### config.mk
export PLATFORM = sky130hd
export DESIGN_NAME = lsu_ctrl
export DESIGN_NICKNAME = d
export VERILOG_FILES = /design/src/rtl/riscv_pkg.sv /design/src/rtl/lsu_align.sv /design/src/rtl/lsu_ctrl.sv
export SDC_FILE = /design/constraint.sdc
export NUM_CORES = 1
export LEC_CHECK = 0
export BUFFER_PORTS_ARGS = -buffer_cell sky130_fd_sc_hd__clkbuf_2
export CAP_MARGIN = 15
export CORE_MARGIN = 10
export CORE_UTILIZATION = 30
export CTS_CLUSTER_DIAMETER = 50
export DETAILED_ROUTE_END_ITERATION = 12
export HOLD_SLACK_MARGIN = 0.1
export PLACE_DENSITY_LB_ADDON = 0.15
export SLEW_MARGIN = 40
export SYNTH_ARGS = -nofsm -noshare
export SYNTH_HDL_FRONTEND = slang
export SYNTH_SLANG_ARGS = --single-unit
export TNS_END_PERCENT = 10
### constraint.sdc
create_clock -name clk -period 3.65 [get_ports clk]
set_clock_uncertainty 0.15 [all_clocks]
set_input_delay 0.5475 -clock clk [delete_from_list [all_inputs] [get_ports clk]]
set_output_delay 0.5475 -clock clk [all_outputs]
set_load 0.005 [all_outputs]
### src/rtl/riscv_pkg.sv
// riscv_pkg: encodings shared by the main decoder and the load/store unit
// Contents: funct3 access-mask enum, LSU FSM state enum, and a misalignment helper.
// Access size always comes from mask[1:0] (00 = byte, 01 = half, 1x = word).
// mask[2] only selects zero-extension for loads.
package riscv_pkg;

  typedef enum logic [2:0] {
    MASK_B  = 3'b000,
    MASK_H  = 3'b001,
    MASK_W  = 3'b010,
    MASK_BU = 3'b100,
    MASK_HU = 3'b101
  } mask_e;

  typedef enum logic [1:0] {
    LSU_IDLE,
    LSU_REQ,
    LSU_WAIT_R,
    LSU_DONE
  } lsu_state_e;

  function automatic logic is_misaligned(input logic [1:0] size, input logic [1:0] off);
    return (size == 2'b01) ? off[0] : (size[1] & (|off));
  endfunction

endpackage

### src/rtl/lsu_align.sv
// lsu_align: combinational lane steering for the load/store unit
// Ports:
//   st_off_i / st_size_i / wdata_i -> be_o, wdata_o : store byte enables and lane-replicated data
//   ld_off_i / ld_mask_i / rdata_i -> rdata_o       : load lane extraction with sign/zero extension
// Halfwords use only off[1] and words ignore the offset, so misaligned
// accesses are truncated rather than split.
module lsu_align
  import riscv_pkg::*;
(
  input  logic [1:0]  st_off_i,
  input  logic [1:0]  st_size_i,
  input  logic [31:0] wdata_i,
  output logic [3:0]  be_o,
  output logic [31:0] wdata_o,
  input  logic [1:0]  ld_off_i,
  input  logic [2:0]  ld_mask_i,
  input  logic [31:0] rdata_i,
  output logic [31:0] rdata_o
);

  logic [7:0]  b;
  logic [15:0] h;
  logic        sx;

  always_comb begin
    be_o    = (st_size_i == 2'b00) ? 4'b0001 << st_off_i :
              (st_size_i == 2'b01) ? 4'b0011 << {st_off_i[1], 1'b0} : 4'b1111;
    wdata_o = (st_size_i == 2'b00) ? {4{wdata_i[7:0]}} :
              (st_size_i == 2'b01) ? {2{wdata_i[15:0]}} : wdata_i;
    b       = rdata_i[{ld_off_i, 3'b000} +: 8];
    h       = ld_off_i[1] ? rdata_i[31:16] : rdata_i[15:0];
    sx      = !(ld_mask_i == MASK_BU || ld_mask_i == MASK_HU);
    rdata_o = (ld_mask_i[1:0] == 2'b00) ? {{24{sx & b[7]}}, b} :
              (ld_mask_i[1:0] == 2'b01) ? {{16{sx & h[15]}}, h} : rdata_i;
  end

endmodule

### src/rtl/lsu_ctrl.sv
// lsu_ctrl: single-outstanding load/store controller between execute stage and data bus
// Ports:
//   mem_rd_i, mem_wr_i, mask_i, addr_i, wdata_i : access request from decoder/ALU/rs2
//   stall_o, rdata_o, rdata_valid_o, misalign_o : pipeline stall, load result, status
//   bus_req_o, bus_we_o, bus_addr_o, bus_be_o, bus_wdata_o, bus_gnt_i, bus_rvalid_i, bus_rdata_i : data bus
// Build option: LSU_MISALIGN_TRAP_EN makes misaligned requests pulse misalign_o
// and skip the bus; otherwise they proceed with low address bits truncated.
module lsu_ctrl
  import riscv_pkg::*;
#(
  parameter int ADDR_W = 32
) (
  input  logic              clk,
  input  logic              rst_n,
  input  logic              mem_rd_i,
  input  logic              mem_wr_i,
  input  logic [2:0]        mask_i,
  input  logic [ADDR_W-1:0] addr_i,
  input  logic [31:0]       wdata_i,
  output logic              stall_o,
  output logic [31:0]       rdata_o,
  output logic              rdata_valid_o,
  output logic              misalign_o,
  output logic              bus_req_o,
  output logic              bus_we_o,
  output logic [ADDR_W-1:0] bus_addr_o,
  output logic [3:0]        bus_be_o,
  output logic [31:0]       bus_wdata_o,
  input  logic              bus_gnt_i,
  input  logic              bus_rvalid_i,
  input  logic [31:0]       bus_rdata_i
);

  lsu_state_e        state_q;
  logic [ADDR_W-1:0] addr_q;
  logic [2:0]        mask_q;
  logic              we_q;
  logic [3:0]        be_q;
  logic [31:0]       wdata_q;
  logic [31:0]       rdata_q;
  logic              rvalid_q;
  logic              mis_q;
  logic [3:0]        be_d;
  logic [31:0]       wdata_d;
  logic [31:0]       ext;
  logic              req;
  logic              mis;
  logic              go;

  assign req = mem_rd_i | mem_wr_i;
`ifdef LSU_MISALIGN_TRAP_EN
  assign mis = is_misaligned(mask_i[1:0], addr_i[1:0]);
`else
  assign mis = 1'b0;
`endif
  assign go  = req & ~mis & (state_q == LSU_IDLE);

  lsu_align u_align (
    .st_off_i  (addr_i[1:0]),
    .st_size_i (mask_i[1:0]),
    .wdata_i   (wdata_i),
    .be_o      (be_d),
    .wdata_o   (wdata_d),
    .ld_off_i  (addr_q[1:0]),
    .ld_mask_i (mask_q),
    .rdata_i   (bus_rdata_i),
    .rdata_o   (ext)
  );

  always_ff @(posedge clk) begin
    if (!rst_n) begin
      state_q  <= LSU_IDLE;
      addr_q   <= '0;
      mask_q   <= '0;
      we_q     <= 1'b0;
      be_q     <= '0;
      wdata_q  <= '0;
      rdata_q  <= '0;
      rvalid_q <= 1'b0;
      mis_q    <= 1'b0;
    end else begin
      rvalid_q <= 1'b0;
      // a held misaligned request still yields a single-cycle pulse
      mis_q    <= (state_q == LSU_IDLE) & req & mis & ~mis_q;
      case (state_q)
        LSU_IDLE: if (go) begin
          addr_q  <= addr_i;
          mask_q  <= mask_i;
          we_q    <= mem_wr_i & ~mem_rd_i;
          be_q    <= be_d;
          wdata_q <= wdata_d;
          state_q <= LSU_REQ;
        end
        LSU_REQ: if (bus_gnt_i) state_q <= we_q ? LSU_DONE : LSU_WAIT_R;
        LSU_WAIT_R: if (bus_rvalid_i) begin
          rdata_q  <= ext;
          rvalid_q <= 1'b1;
          state_q  <= LSU_DONE;
        end
        default: state_q <= LSU_IDLE;
      endcase
    end
  end

  assign stall_o       = go | (state_q == LSU_REQ) | (state_q == LSU_WAIT_R);
  assign rdata_o       = rdata_q;
  assign rdata_valid_o = rvalid_q;
  assign misalign_o    = mis_q;
  assign bus_req_o     = state_q == LSU_REQ;
  assign bus_we_o      = bus_req_o & we_q;
  assign bus_addr_o    = bus_req_o ? {addr_q[ADDR_W-1:2], 2'b00} : '0;
  assign bus_be_o      = bus_req_o ? be_q : '0;
  assign bus_wdata_o   = bus_req_o ? wdata_q : '0;

endmodule
==> metrics.md <==
| Metric | Value |
|---|---|
| Static leakage | 3.18 nW |
| Number of detailed-routing iterations run before antenna repair | 5 |
| Count of input and output buffers | 206 |
| Final standard cell utilization of the core | 0.390 |
| CP startpoint | state_q[0]$_SDFFE_PN0P_ |
| Total of max-cap violations | 0 |
| Cell area after placement | 0.00647 sq mm |
| Wire length of the first global-routing pass | 28,400 um |
| Clock Sink Count | 107 |
| CP arrival | 2.00 ns |
| Sum of negative setup slack | 0 ns |
| Cell row count | 48 |
| Slew @ Worst Pin | 0.784 ns |
| # fillers | 1,860 |
| Achievable clock frequency | 371 MHz |
| Fraction of synthesis flops using an asynchronous set or reset pin | 0 |
| Count of cells resized by post-cts repair | 0 |
| Number of hold buffers added after cts | 0 |
| Clock latency reported for the late side of the worst-skew pair | 0.35 ns |
| WL/cell | 17.2 um |
| # Post-CTS Setup Buffers | 0 |
| Post-synthesis instance area | 0.00530 sq mm |
| Pin count of the biggest net entering global routing | 73 |
| Result of the run | complete, no violations |
| Count of H-tree levels built during CTS | 3 |
| IO Pins | 210 |
| Worst path buffer plus inverter count | 2 |
| Critical path data required time | 2.95 ns |
| Delay of the slowest critical-path stage | 0.56 ns |
| Number of synthesis warnings | 0 |
| Routability-driven placement congestion ratio | 0.774 |
| Slew Viols, Final | 0 |
| Relative slew slack | 0.478 |
| Power, Total | 3.93 mW |
| GRT Util Overall | 0.149 |
| Library cell used as clock root buffer | sky130_fd_sc_hd__clkbuf_16 |
| Worst min-delay path startpoint | addr_i[20] |
| Setup repair after global routing missed its margin | false |
| Global route overflow | 0 |
| Worst-path clk slew | 0.08 ns |
| Post-route DRC violation count | 0 |
| Hold violation count in the final report | 0 |
| Via count | 4,989 |
| Highest-delay cell along the critical path | sky130_fd_sc_hd__nor2b_4 |
| Number of register bits inferred by synthesis | 107 |
| Part of the cycle the worst path needs | 0.739 |
| Floorplan Core Area | 0.0173 sq mm |
| Count of mapped cells out of synthesis | 640 |
| Fraction of layout cells with a size suffix above 1 | 0.315 |
| Ordered cell list for the critical path | inv_1, ha_1, nor2b_4, or3_1, clkbuf_2 |
| Vertical extent of the die | 153 um |
| Number of global-route vias before repair | 4,983 |
| Post-route cell area | 0.00675 sq mm |
| NumNets Final | 921 |
| Detail-routed via count per cell | 4.79 |
| Most common cell after layout, fill and taps aside | sky130_fd_sc_hd__clkbuf_2 |
| Floorplan die area | 0.0234 sq mm |
| Die W | 153 um |
| Worst Setup Start Kind | flip-flop |
| Class of the tightest hold or removal check | input pin to flip-flop |
| CTS tree | done |
| Antenna cells | 0 |
| Detailed Route WL | 17,900 um |
| Post-detailed-placement half-perimeter wirelength | 12,900 um |
| Flop-to-flop setup slack | 1.35 ns |
| Start-to-end type of the worst setup path | flip-flop to output port |
| Worst ir drop on vdd | 0.264 mV |
| Critical path capture point type | output port |
| EDFF count, synth | 0 |
| Final min period | 2.70 ns |
| Clock tree buffer depth | 2 |
| Worst reg2reg path startpoint | state_q[0]$_SDFFE_PN0P_ |
| Most frequently used flop master after synthesis | sky130_fd_sc_hd__dfxtp_1 |
| Antenna violations before repair | 1 |
| Area added between synthesis and finish | 27.4% |
| CTS buffer count | 9 |
| Most frequent cells in the layout | sky130_fd_sc_hd__clkbuf_2 (205), sky130_fd_sc_hd__nand2_1 (136), sky130_fd_sc_hd__dfxtp_1 (107), sky130_fd_sc_hd__and2_1 (67), sky130_fd_sc_hd__o21ai_0 (47) |
| Antenna violation net count after detailed routing | 0 |
| Violation count after the first detailed-routing iteration | 246 |
| Effective utilization at floorplan | 0.306 |
| Yosys cell types | 45 |
| Post-Syn Area per Cell | 8.28 sq um |
| Seq/Total Area, Yosys | 0.404 |
| Kind of cell adding the most delay to the critical path | simple AND/OR/NAND/NOR gates |
| Final setup violation count | 0 |
| Total power per unit cell area | 582 mW/mm^2 |
| Largest driver fanout on the critical path | 23 |
-- flip-flops by register name (all words and copies together) (netlist names) --
register / count
mask_q: 3
be_q: 4
wdata_q: 32
rdata_valid_o: 1
rdata_o: 32
state_q: 2
addr_q: 32
we_q: 1
-- metrics by stage --
| step | setup WS, ns | std cells | hold slack [ns] |
|---|---|---|---|
| final | 0.952 | 1042 | 0.264 |
| after global routing | 0.807 | 1042 | 0.245 |
| after global placement | 1.22 | 1024 | 0.286 |
| after detailed placement | 1.33 | 1026 | 0.295 |
| after CTS | 0.941 | 1042 | 0.246 |
| after floorplan | 1.70 | 642 | 0.285 |
-- cells in the mapped netlist (16+ instances only) --
cell,count,area (sq um)
sky130_fd_sc_hd__a21boi_0,43,323
sky130_fd_sc_hd__and2_1,68,425
sky130_fd_sc_hd__o21ai_0,47,235
sky130_fd_sc_hd__a21oi_1,18,90.1
sky130_fd_sc_hd__o211a_1,18,180
sky130_fd_sc_hd__nor2_1,18,67.6
sky130_fd_sc_hd__nand2_1,136,510
sky130_fd_sc_hd__nand3_1,16,80.1
sky130_fd_sc_hd__mux2i_1,20,200
sky130_fd_sc_hd__clkbuf_1,32,120
sky130_fd_sc_hd__dfxtp_1,107,2140
-- cell families after synthesis --
kind of cell    synth area share
simple gates               0.231
compound gates             0.249
flops                      0.404
buf+inv                   0.0562
mux                       0.0505
fa+ha+maj                0.00944
other cells             0.000707
-- power breakdown --
group          total, mW  switching, mW  internal, mW  leakage, nW
logic               1.39          0.840         0.548         2.16
clock network      0.957          0.482         0.475        0.142
registers           1.59          0.167          1.42        0.879
-- worst paths after layout --
| check | cells after the start | to |
|---|---|---|
| hold / removal | 3 | addr_q[20]$_SDFFE_PN0P_ |
| setup reg to reg | 6 | wdata_q[9]$_SDFFE_PN0P_ |
| hold reg to reg | 2 | rdata_o[5]$_SDFFE_PN0P_ |
| setup / recovery | 5 | stall_o |
-- area by class of cell --
cell class                      instances  area (sq um)  area share
Clock inverter                          7          56.3     0.00834
Inverter                                9          33.8     0.00500
Sequential cell                       107          2140       0.317
Clock buffer                            9           225      0.0334
Timing Repair Buffer                  214          1110       0.165
Tap cell                              225           282      0.0417
Multi-Input combinational cell        471          2900       0.430
-- layer usage --
metal | part of all wire | wire [um] | up-vias | global-route usage
met5 | 0.0010 | 18 | - | 0
met4 | 0.0099 | 178 | 2 | 0.0354
met3 | 0.076 | 1360 | 17 | 0.0513
met2 | 0.44 | 7900 | 153 | 0.228
met1 | 0.47 | 8450 | 2300 | 0.196
li1 | - | - | 2517 | -
-- tightest hold or removal path, cell delays in order --
cell and delay [ns]:
sky130_fd_sc_hd__clkbuf_2 0.08, sky130_fd_sc_hd__nand2_1 0.04, sky130_fd_sc_hd__a21boi_0 0.06
Note: power is estimated with default switching activity, not from simulation.
